## config.mk

```make
export PLATFORM = sky130hd
export DESIGN_NAME = sdram_axi_line_master
export DESIGN_NICKNAME = d
export VERILOG_FILES = /design/src/rtl/sdram_axi_line_master.sv
export SDC_FILE = /design/constraint.sdc
export NUM_CORES = 1
export LEC_CHECK = 0
export BUFFER_PORTS_ARGS = -buffer_cell sky130_fd_sc_hd__buf_4
export CAP_MARGIN = 15
export CELL_PAD_IN_SITES_DETAIL_PLACEMENT = 0
export CELL_PAD_IN_SITES_GLOBAL_PLACEMENT = 2
export CORE_AREA = 2 2 285 287
export CTS_BUF_LIST = sky130_fd_sc_hd__clkbuf_8
export DETAILED_ROUTE_END_ITERATION = 10
export DIE_AREA = 0 0 287 289
export PLACE_DENSITY = 0.73
export SYNTH_ARGS = -nofsm -noshare
export SYNTH_HDL_FRONTEND = slang
export SYNTH_SLANG_ARGS = --single-unit
```

## constraint.sdc

```tcl
create_clock -name clk_i -period 6.4 [get_ports clk_i]
set_clock_uncertainty 0.15 [all_clocks]
set_input_delay 0.32 -clock clk_i [delete_from_list [all_inputs] [get_ports clk_i]]
set_output_delay 0.32 -clock clk_i [all_outputs]
set_load 0.01 [all_outputs]
```

## src/rtl/sdram_axi_line_master.sv

```systemverilog
// Cache-line AXI4 master: one line request becomes a single INCR burst of LINE_WORDS beats,
// followed by a one-cycle completion pulse carrying an error flag and the refill data.
module sdram_axi_line_master #(
  parameter int unsigned LINE_WORDS = 8,
  parameter logic [3:0]  AXI_ID     = 4'd0
) (
  input  logic                       clk_i,
  input  logic                       rst_ni,
  // Line request / response
  input  logic                       req_valid_i,
  output logic                       req_ready_o,
  input  logic                       req_write_i,
  input  logic [31:0]                req_addr_i,
  input  logic [LINE_WORDS*32-1:0]   req_wdata_i,
  output logic                       resp_valid_o,
  output logic                       resp_error_o,
  output logic [LINE_WORDS*32-1:0]   resp_rdata_o,
  // AXI4 write address
  output logic                       axi_awvalid_o,
  output logic [31:0]                axi_awaddr_o,
  output logic [3:0]                 axi_awid_o,
  output logic [7:0]                 axi_awlen_o,
  output logic [1:0]                 axi_awburst_o,
  input  logic                       axi_awready_i,
  // AXI4 write data
  output logic                       axi_wvalid_o,
  output logic [31:0]                axi_wdata_o,
  output logic [3:0]                 axi_wstrb_o,
  output logic                       axi_wlast_o,
  input  logic                       axi_wready_i,
  // AXI4 write response
  input  logic                       axi_bvalid_i,
  input  logic [1:0]                 axi_bresp_i,
  input  logic [3:0]                 axi_bid_i,
  output logic                       axi_bready_o,
  // AXI4 read address
  output logic                       axi_arvalid_o,
  output logic [31:0]                axi_araddr_o,
  output logic [3:0]                 axi_arid_o,
  output logic [7:0]                 axi_arlen_o,
  output logic [1:0]                 axi_arburst_o,
  input  logic                       axi_arready_i,
  // AXI4 read data
  input  logic                       axi_rvalid_i,
  input  logic [31:0]                axi_rdata_i,
  input  logic [1:0]                 axi_rresp_i,
  input  logic [3:0]                 axi_rid_i,
  input  logic                       axi_rlast_i,
  output logic                       axi_rready_o
);

  localparam int unsigned   IdxW    = $clog2(LINE_WORDS);
  localparam int unsigned   CntW    = IdxW + 1;
  localparam logic [CntW-1:0] LastCnt = CntW'(LINE_WORDS - 1);
  localparam logic [31:0]   OffMask = 32'(LINE_WORDS * 4 - 1);

  typedef enum logic [2:0] {StIdle, StAr, StR, StAw, StW, StB, StDone} state_e;

  state_e                       state_q, state_d;
  logic [31:0]                  addr_q, addr_d;
  logic [CntW-1:0]              cnt_q, cnt_d;
  logic                         err_q, err_d;
  logic [LINE_WORDS-1:0][31:0]  line_q, line_d;
  logic [IdxW-1:0]              idx;
  logic                         last_beat;
  logic                         unused_ids;

  assign idx        = cnt_q[IdxW-1:0];
  assign last_beat  = (cnt_q == LastCnt);
  assign unused_ids = ^{axi_bid_i, axi_rid_i};

  // Static channel attributes
  assign axi_awaddr_o  = addr_q;
  assign axi_araddr_o  = addr_q;
  assign axi_awid_o    = AXI_ID;
  assign axi_arid_o    = AXI_ID;
  assign axi_awlen_o   = 8'(LINE_WORDS - 1);
  assign axi_arlen_o   = 8'(LINE_WORDS - 1);
  assign axi_awburst_o = 2'b01;
  assign axi_arburst_o = 2'b01;
  assign axi_wstrb_o   = 4'hF;
  assign axi_wdata_o   = line_q[idx];
  assign axi_wlast_o   = last_beat;
  assign resp_rdata_o  = line_q;

  // Ready is masked by reset so it reads 0 while rst_ni is held low
  assign req_ready_o   = (state_q == StIdle) & rst_ni;

  always_comb begin
    axi_arvalid_o = 1'b0;
    axi_rready_o  = 1'b0;
    axi_awvalid_o = 1'b0;
    axi_wvalid_o  = 1'b0;
    axi_bready_o  = 1'b0;
    resp_valid_o  = 1'b0;
    resp_error_o  = 1'b0;
    unique case (state_q)
      StAr:    axi_arvalid_o = 1'b1;
      StR:     axi_rready_o  = 1'b1;
      StAw:    axi_awvalid_o = 1'b1;
      StW:     axi_wvalid_o  = 1'b1;
      StB:     axi_bready_o  = 1'b1;
      StDone: begin
        resp_valid_o = 1'b1;
        resp_error_o = err_q;
      end
      default: ;
    endcase
  end

  always_comb begin
    state_d = state_q;
    addr_d  = addr_q;
    cnt_d   = cnt_q;
    err_d   = err_q;
    line_d  = line_q;
    unique case (state_q)
      StIdle: begin
        if (req_valid_i) begin
          addr_d  = req_addr_i & ~OffMask;
          line_d  = req_wdata_i;
          cnt_d   = '0;
          err_d   = 1'b0;
          state_d = req_write_i ? StAw : StAr;
        end
      end
      StAr: if (axi_arready_i) state_d = StR;
      StR: begin
        if (axi_rvalid_i) begin
          line_d[idx] = axi_rdata_i;
          if (axi_rresp_i != 2'b00) err_d = 1'b1;
          if (last_beat) begin
            if (!axi_rlast_i) err_d = 1'b1;
            state_d = StDone;
          end else if (axi_rlast_i) begin
            // Slave terminated the burst early
            err_d   = 1'b1;
            state_d = StDone;
          end else begin
            cnt_d = cnt_q + 1'b1;
          end
        end
      end
      StAw: if (axi_awready_i) state_d = StW;
      StW: begin
        if (axi_wready_i) begin
          if (last_beat) state_d = StB;
          else           cnt_d   = cnt_q + 1'b1;
        end
      end
      StB: begin
        if (axi_bvalid_i) begin
          if (axi_bresp_i != 2'b00) err_d = 1'b1;
          state_d = StDone;
        end
      end
      StDone:  state_d = StIdle;
      default: state_d = StIdle;
    endcase
  end

  always_ff @(posedge clk_i or negedge rst_ni) begin
    if (!rst_ni) begin
      state_q <= StIdle;
      addr_q  <= '0;
      cnt_q   <= '0;
      err_q   <= 1'b0;
      line_q  <= '0;
    end else begin
      state_q <= state_d;
      addr_q  <= addr_d;
      cnt_q   <= cnt_d;
      err_q   <= err_d;
      line_q  <= line_d;
    end
  end

endmodule
```

# After elaboration in Yosys (flattened, before gate mapping)
# Cells that the tools add are included.
word_totals:
  inputBits: 342
  regBits: 291
  wordCells: 89
  output_inout_bits: 393
op_classes:
  n_lt_le_gt_ge: 2
  n_eq_ne: 19
  n_reduce_logical: 12
  n_addsub: 1
  bitwise_logic: 1
  n_mux: 42
ops:
  columns: ["operator", "count"]
  rows:
  - ["2-to-1 mux 256 bit", 2]
  - ["one-hot mux 256 bit (2 select lines)", 1]
  - ["bitwise mux 256 bit", 1]
  - ["binary-select mux 32 bit (select 3 bit)", 1]
  - ["demux 32 bit (select 3 bit)", 1]
  - ["2-to-1 mux 32 bit", 2]
  - ["2-to-1 mux 3 bit", 9]
  - ["2-to-1 mux 4 bit", 6]
  - ["!= test 2 bit, second input constant", 11]
  - ["one-hot mux 3 bit (6 select lines)", 1]
  - ["2-to-1 mux 1 bit", 15]
  - ["one-hot mux 4 bit (3 select lines)", 1]
  - ["== test 3 bit, second input constant", 3]
  - ["AND reduction 8 bit", 1]
  - ["AND reduction 7 bit", 1]
  - ["== test 3 x 2 -> 1 bit, second input constant", 2]
  - ["nonzero test 2 bit", 3]
  - ["nonzero test 3 bit", 2]
  - ["AND reduction 5 bit", 1]
  - ["adder 4 x 1 -> 4 bit, second input constant", 1]
  - ["== test 4 x 3 -> 1 bit, second input constant", 1]
  - ["less-than comparator 3 x 4 -> 1 bit, second input constant", 1]
  - ["== test 3 x 1 -> 1 bit, second input constant", 1]
  - ["greater-or-equal comparator 3 x 1 -> 1 bit, second input constant", 1]
  - ["8 further kinds", 8]

# Logic depth before layout (Yosys ltp)
# Gate-level depths: netlist (run 1).
logic_depth:
  word_depth: 7
  depth_mapped: 8
  ltp_nobuf: 5

# Worst setup path before layout (run 1)
# Ideal clock, no wire load.
synth_path:
  path_kind: "register to output"
  start: "reg cnt_q[1]"
  end: "out axi_wdata_o[9]"
  slack_ns: 4.102
  t_arrival_ns: 1.828
  path_buffers: 3
  stages_incl_launch_ff: 7
  required_time_ns: 5.930
  path_cell_list: "dfrtp_1 > buf_2 > buf_2 > buf_2 > mux2_2 > a221oi_1 > o22ai_1"
synth_via:
  elab_chain_len: 2
synth_rtl:
  columns: ["item", "line_no", "text"]
  rows:
  - ["from (decl)", "61", "logic [CntW-1:0] cnt_q, cnt_d;"]
  - ["from (signal assigned)", "172", "cnt_q <= cnt_d;"]
  - ["binary-select mux 32 bit (select 3 bit)", "82", "assign axi_wdata_o = line_q[idx];"]
  - ["2-to-1 mux 32 bit (implied by the code)", "82", null]
  - ["to (decl)", "27", "output logic [31:0] axi_wdata_o,"]
# No other way between the ends. The select of a mux whose other input is x is not followed.

# Final worst setup path (run 1)
layout_path:
  start: "reg cnt_q[1]"
  end: "out axi_wdata_o[6]"
# The elaborated chain is that of the path after synthesis.

==> results of run 1 <==
-- through the flow --
stage	setup slack, ns	utilization	cells	hold slack [ns]
after global routing	1.89	0.359	3784	0.0786
after floorplan	4.10	-	1594	-0.126
after CTS	1.93	0.359	3784	0.0255
after global placement	2.58	0.276	3142	0.0505
after detailed placement	2.55	0.276	3142	0.0615
final	2.09	0.359	3786	0.106
-- cell usage in the layout (no fill, tap or decap), drive strengths merged, types with 22 or more instances in the layout --
| cell type | synthesis | final |
|---|---|---|
| dlygate4sd3 | 0 | 546 |
| a221oi | 40 | 40 |
| dfrtp | 291 | 291 |
| inv | 5 | 26 |
| nor2 | 124 | 124 |
| a22oi | 151 | 151 |
| clkbuf | 101 | 68 |
| a22o | 128 | 128 |
| mux2i | 22 | 22 |
| buf | 135 | 725 |
| a21oi | 109 | 109 |
| o21ai | 45 | 45 |
| nand2 | 139 | 139 |
| conb | 2 | 42 |
| mux2 | 165 | 165 |
-- synth_stat cells (all sizes together) (2+ instances only) --
cell    count
mux2      165
o211ai      2
nand3b      3
nor2      124
and2        4
nor2b       3
or3         2
and3        3
nand2     139
o22ai      15
dfrtp     291
o21ai      45
ha          2
a211oi      3
o31ai       2
nand4       3
nor3b       3
nor4b       3
buf       135
a22oi     151
or3b        2
a221oi     40
clkbuf    101
nand3       4
a21oi     109
mux4       12
o221ai      3
or2         2
conb        2
inv         5
nor3        8
mux2i      22
nand2b      4
a22o      128
-- power breakdown --
part	total [mW]	internal, mW	switching (mW)
logic	8.01	4.00	4.01
clock network	1.97	1.07	0.898
registers	3.69	2.76	0.926
total	13.7	7.83	5.84
-- routing by layer --
metal / GRT usage / vias up
met5: 0 / -
met1: 0.267 / 9362
met4: 0.0915 / 0
met2: 0.382 / 1008
li1: - / 7932
met3: 0.0426 / 258
-- final cells by class --
type,instances,area (um2),share of cell area
Antenna cell,2,5.00,0.000175
Clock buffer,68,936,0.0327
Clock inverter,27,198,0.00690
Inverter,6,22.5,0.000786
Multi-Input combinational cell,1061,7910,0.276
Sequential cell,291,7290,0.255
Tap cell,1060,1330,0.0463
Timing Repair Buffer,1271,11000,0.383
-- cells by family (layout without fill, tap and decap cells) --
family | Yosys count | count (layout)
AOI/OAI and AO/OA | 508 | 508
and+or+nand+nor | 309 | 309
DFF | 291 | 291
buffers and inverters | 242 | 1372
muxes | 199 | 199
adders and majority gates | 2 | 2
other | 2 | 44
xor gates and xnor gates | 1 | 1
-- registers in the layout, indices dropped and copies added, names as in the netlist --
name and count:
cnt_q 4, state_q 3, axi_araddr_o 27, resp_rdata_o 256, err_q 1
-- what timing repair did --
item,in CTS,in global routing
hold buffers,547,0
hold endpoints to repair,467,0
endpoints found under the setup margin,0,0
-- path summary, 6_finish.rpt --
kind | from | to | slack (ns) | cells past startpoint
min | axi_bvalid_i | state_q[0] | 0.11 | 4
min reg2reg | axi_araddr_o[24] | axi_araddr_o[24] | 0.36 | 2
min in group asynchronous | rst_ni | resp_rdata_o[94] | 0.12 | 3
max in group asynchronous | rst_ni | resp_rdata_o[225] | 4.93 | 3
max reg2reg | state_q[2] | resp_rdata_o[51] | 2.19 | 8
max | cnt_q[1] | axi_wdata_o[6] | 2.09 | 7
-- critical path, delay by kind of cell (launching register included) --
family                 cells  cell delay, ns
buffers and inverters      3            1.02
and+or+nand+nor            3            1.38
AOI/OAI and AO/OA          1            0.12
DFF                        1            0.66
==> run_results.csv, run 1 <==
group,metric,value,unit
power_and_ir_drop,powerDensity,477,nW/um2
placed_design,port_buffers,679,
clocking,cts-root-buf,"clkbuf_8",
synthesis,synth_seq_cells,291,
setup_path,slowest_stage,"nor2_1",
drt,highest_layer,"met4",
power_and_ir_drop,power.leakage,12.9,nW
clocking,clk_latency,0.64,ns
die,pin_count,735,
timing,fin_setup_tns,0,ns
timing,maxSlewViolCount,0,
synthesis,postSynth.asyncResetShare,1.00,
synthesis,synth_compound_area_frac,0.227,
synthesis,syn-cell-area,16300,um2
synthesis,synth_cells,1554,
outcome,status,"finished clean",
die,core,79900,um2
cells_and_area,syn_to_final_growth,76.0,%
setup_path,crit_arrival,3.84,ns
die,row_count,104,
setup_path,crit_type,"flop to output pin",
drt,dr_wl_met2,47.2,mm
grt,grt_max_degree,149,
synthesis,netlist-cell-type-count,60,
placed_design,dp_hpwl,63.8,mm
drt,wl_met1,37.8,mm
synthesis,syn_area_per_cell,10.5,um2
clocking,ctsResizeCount,0,
drt,routed_via_density,4.90,
synthesis,synthFlopType,"dfrtp_1",
drt,drc,0,
timing,rsz0062_at_grt,"false",
setup_path,critPathMaxFanout,27,
min_path,hold_path.class,"primary input to flop",
setup_path,cp-start-kind,"flop",
drt,wl_per_cell,25.4,um
die,initial_utilization,0.204,
synthesis,synth_top_area_frac,0.447,
drt,num_vias,18600,
grt,track_usage,0.220,
timing,setup_viol,0,
die,die_w,287,um
synthesis,yosysSeqAreaShare,0.447,
clocking,htreeDepth,2,
clocking,numCtsBuffers,57,
flow_run,cap_violations,0,
timing,period_needed,4.31,ns
placed_design,place_area,22000,um2
clocking,cts_tree,"yes",
clocking,cts_setup_buffers,0,
synthesis,synthSimpleGateAreaFrac,0.0805,
die,dieArea,82900,um2
grt,overflow,0,
timing,tightest_slew,1.15,ns
synthesis,synthMuxAreaShare,0.160,
power_and_ir_drop,ir_worst_vdd,0.198,mV
grt,antenna_found_initial,3,
cells_and_area,final_net_count,3032,
synthesis,synthAdderAreaFrac,0.00154,
timing,fin_crit_sh,0.673,
clocking,clock-sinks,291,
timing,slew_headroom,0.235,
synthesis,yosys-top-cells-area,"dfrtp_1 (45%), a22oi_1 (7.0%), a22o_1 (6.9%)",
cells_and_area,finalInstanceArea,28700,um2
cells_and_area,drive_gt1_frac,0.372,
drt,antenna_left,0,
drt,drt_iter0_markers,1130,
setup_path,cpPeakStageDelay,0.73,ns
synthesis,synth_xor_area_frac,0.000538,
synthesis,synth_top_cell_by_area,"dfrtp_1",
clocking,clock_path_buffers,3,
timing,hold_violations,0,
grt,grt_pass1_vias,19300,
setup_path,crit_path_cell_trace,"buf_4 > nand2b_1 > nor2_1 > buf_4 > nand2_1 > o21ai_0 > buf_4",
clocking,clkTransAtPathRegs,0.06,ns
die,dieHeight,289,um
drt,firstDrtPassIters,5,
synthesis,yosys_warnings,0,
synthesis,synth_edf_count,0,
grt,grt_pass1_wl,134,mm
setup_path,cp.required,5.93,ns
power_and_ir_drop,power,13.7,mW
cells_and_area,fill_cells,8022,
setup_path,path_common_cell,"buf_4",
drt,drt_wl_total,96.2,mm
synthesis,synth_top_family_by_area,"compound AO/OA/AOI/OAI gates",
placed_design,gp_congestion,0.872,
timing,fmax,232,MHz
setup_path,end_kind,"output pin",
drt,route.met3.wl,6.92,mm
Note: power is estimated with default switching activity, not from simulation.
==> inputs of run 2 (changes only) <==
Settings changed: PLACE_DENSITY 0.73 to 0.75.
Clock period 6.4 ns to 3.6 ns, I/O delays scaled along.
==> run_results.csv, run 2 (same netlist as run 1, synthesis figures left out) <==
group,metric,value,unit
grt,grt_use_met3,0.0509,
timing,rsz0062_at_grt,"false",
placed_design,place_area,22300,um2
clocking,cts_tree,"yes",
clocking,clock_path_buffers,3,
power_and_ir_drop,powerDensity,853,nW/um2
timing,fin_crit_sh,0.937,
flow_run,cap_violations,0,
clocking,cts_setup_buffers,0,
drt,drt_wl_total,97.6,mm
clocking,cts.hold.buffers_added,565,
power_and_ir_drop,power.leakage,13.2,nW
grt,use_met2,0.395,
grt,grt_pass1_wl,136,mm
die,dieArea,82900,um2
clocking,cts-root-buf,"clkbuf_8",
drt,drt_iter0_markers,1527,
cells_and_area,drive_gt1_frac,0.380,
cells_and_area,layout_commonest_cell,"buf_4",
grt,antenna_found_initial,5,
drt,wl_per_cell,25.4,um
timing,setup_viol,0,
setup_path,crit_arrival,3.04,ns
cells_and_area,final_cell_mix,"buf_4 (742), dlygate4sd3_1 (564), dfrtp_1 (288)",
grt,overflow,0,
clocking,numCtsBuffers,60,
clocking,clk_latency,0.64,ns
clocking,clock-sinks,291,
die,pin_count,735,
drt,routed_via_density,4.88,
grt,use_met1,0.265,
cells_and_area,syn_to_final_growth,80.2,%
timing,setup_ws,0.227,ns
cells_and_area,finalInstanceArea,29300,um2
drt,num_vias,18800,
min_path,hold_path.class,"primary input to flop",
setup_path,crit_type,"flop to output pin",
die,dieHeight,289,um
die,core,79900,um2
timing,fin_setup_tns,0,ns
cells_and_area,fill_cells,7962,
grt,grt_busiest_layer,"met2",
timing,hold_violations,0,
placed_design,dp.cells,3171,
setup_path,cp.required,3.27,ns
placed_design,dp_hpwl,66.2,mm
clocking,htreeDepth,2,
power_and_ir_drop,ir_worst_vdd,0.411,mV
power_and_ir_drop,power,25.0,mW
die,initial_utilization,0.204,
die,die_w,287,um
cells_and_area,largest_register_ffs,256,
timing,fmax,297,MHz
drt,antenna_left,0,
grt,grt_max_degree,133,
timing,slew_headroom,0.422,
outcome,status,"finished clean",
setup_path,critPathMaxFanout,22,
timing,tightest_slew,0.867,ns
timing,period_needed,3.37,ns
clocking,ctsResizeCount,0,
cells_and_area,final_net_count,3083,
grt,grt_pass1_vias,19700,
drt,firstDrtPassIters,6,
timing,maxSlewViolCount,0,
drt,drc,0,
cells_and_area,fin_cells,3846,
grt,track_usage,0.224,
setup_path,cp-start-kind,"flop",
die,row_count,104,
placed_design,gp_congestion,0.864,
placed_design,place_ws,0.814,ns
setup_path,end_kind,"output pin",
clocking,clkTransAtPathRegs,0.06,ns
placed_design,port_buffers,679,
==> run 2: cell count changes in the layout (fill, tap and decap cells not counted), sizes merged, moves of 4 or more <==
| cell | previous run | this run |
|---|---|---|
| buf | 725 | 755 |
| dlygate4sd3 | 546 | 564 |
| clkbuf | 68 | 79 |
| inv | 26 | 20 |
| clkinv | 3 | 7 |
==> run 2: routing by layer <==
metal	vias to the layer above	share of wire	routed length, um
met5	-	0.00034	33
met4	6	0.042	4110
met3	248	0.076	7440
met2	1037	0.50	48500
met1	9458	0.38	37600
li1	8030	-	-
==> run 2: cell type report <==
type	instances	area (um2)	area share
Clock inverter	27	226	0.00772
Inverter	6	22.5	0.000768
Sequential cell	291	7290	0.249
Tap cell	1060	1330	0.0452
Clock buffer	79	1090	0.0371
Antenna cell	3	7.51	0.000256
Multi-Input combinational cell	1061	7910	0.269
Timing Repair Buffer	1319	11500	0.391
==> run 2: where the power goes <==
part	internal (mW)	switching [mW]
clock	2.23	1.66
sequential	4.91	1.71
combinational	7.33	7.19
==> run 2: metrics by stage <==
| stage | util | hold WS, ns |
|---|---|---|
| CTS | 0.367 | 0.0231 |
| global placement | 0.280 | 0.0913 |
| global route | 0.367 | 0.0858 |
| finish | 0.367 | 0.117 |
| detailed placement | 0.280 | 0.0929 |
| floorplan | - | -0.266 |
==> run 2: worst paths after layout <==
kind | depth (start not counted) | from | to | slack [ns]
max | 6 | cnt_q[0] | axi_wdata_o[27] | 0.23
min | 4 | req_addr_i[27] | axi_araddr_o[27] | 0.12
max reg2reg | 6 | cnt_q[0] | resp_rdata_o[200] | 0.27
min reg2reg | 2 | axi_araddr_o[13] | axi_araddr_o[13] | 0.36
max in group asynchronous | 4 | rst_ni | resp_rdata_o[110] | 1.97
min in group asynchronous | 3 | rst_ni | resp_rdata_o[35] | 0.50
==> run 2: critical path, stage by stage (launching register included) <==
cell	delay, ns
dfrtp_4	0.70
buf_4	0.41
buf_4	0.34
mux4_2	0.54
nor2_1	0.10
o21ai_0	0.12
buf_4	0.16
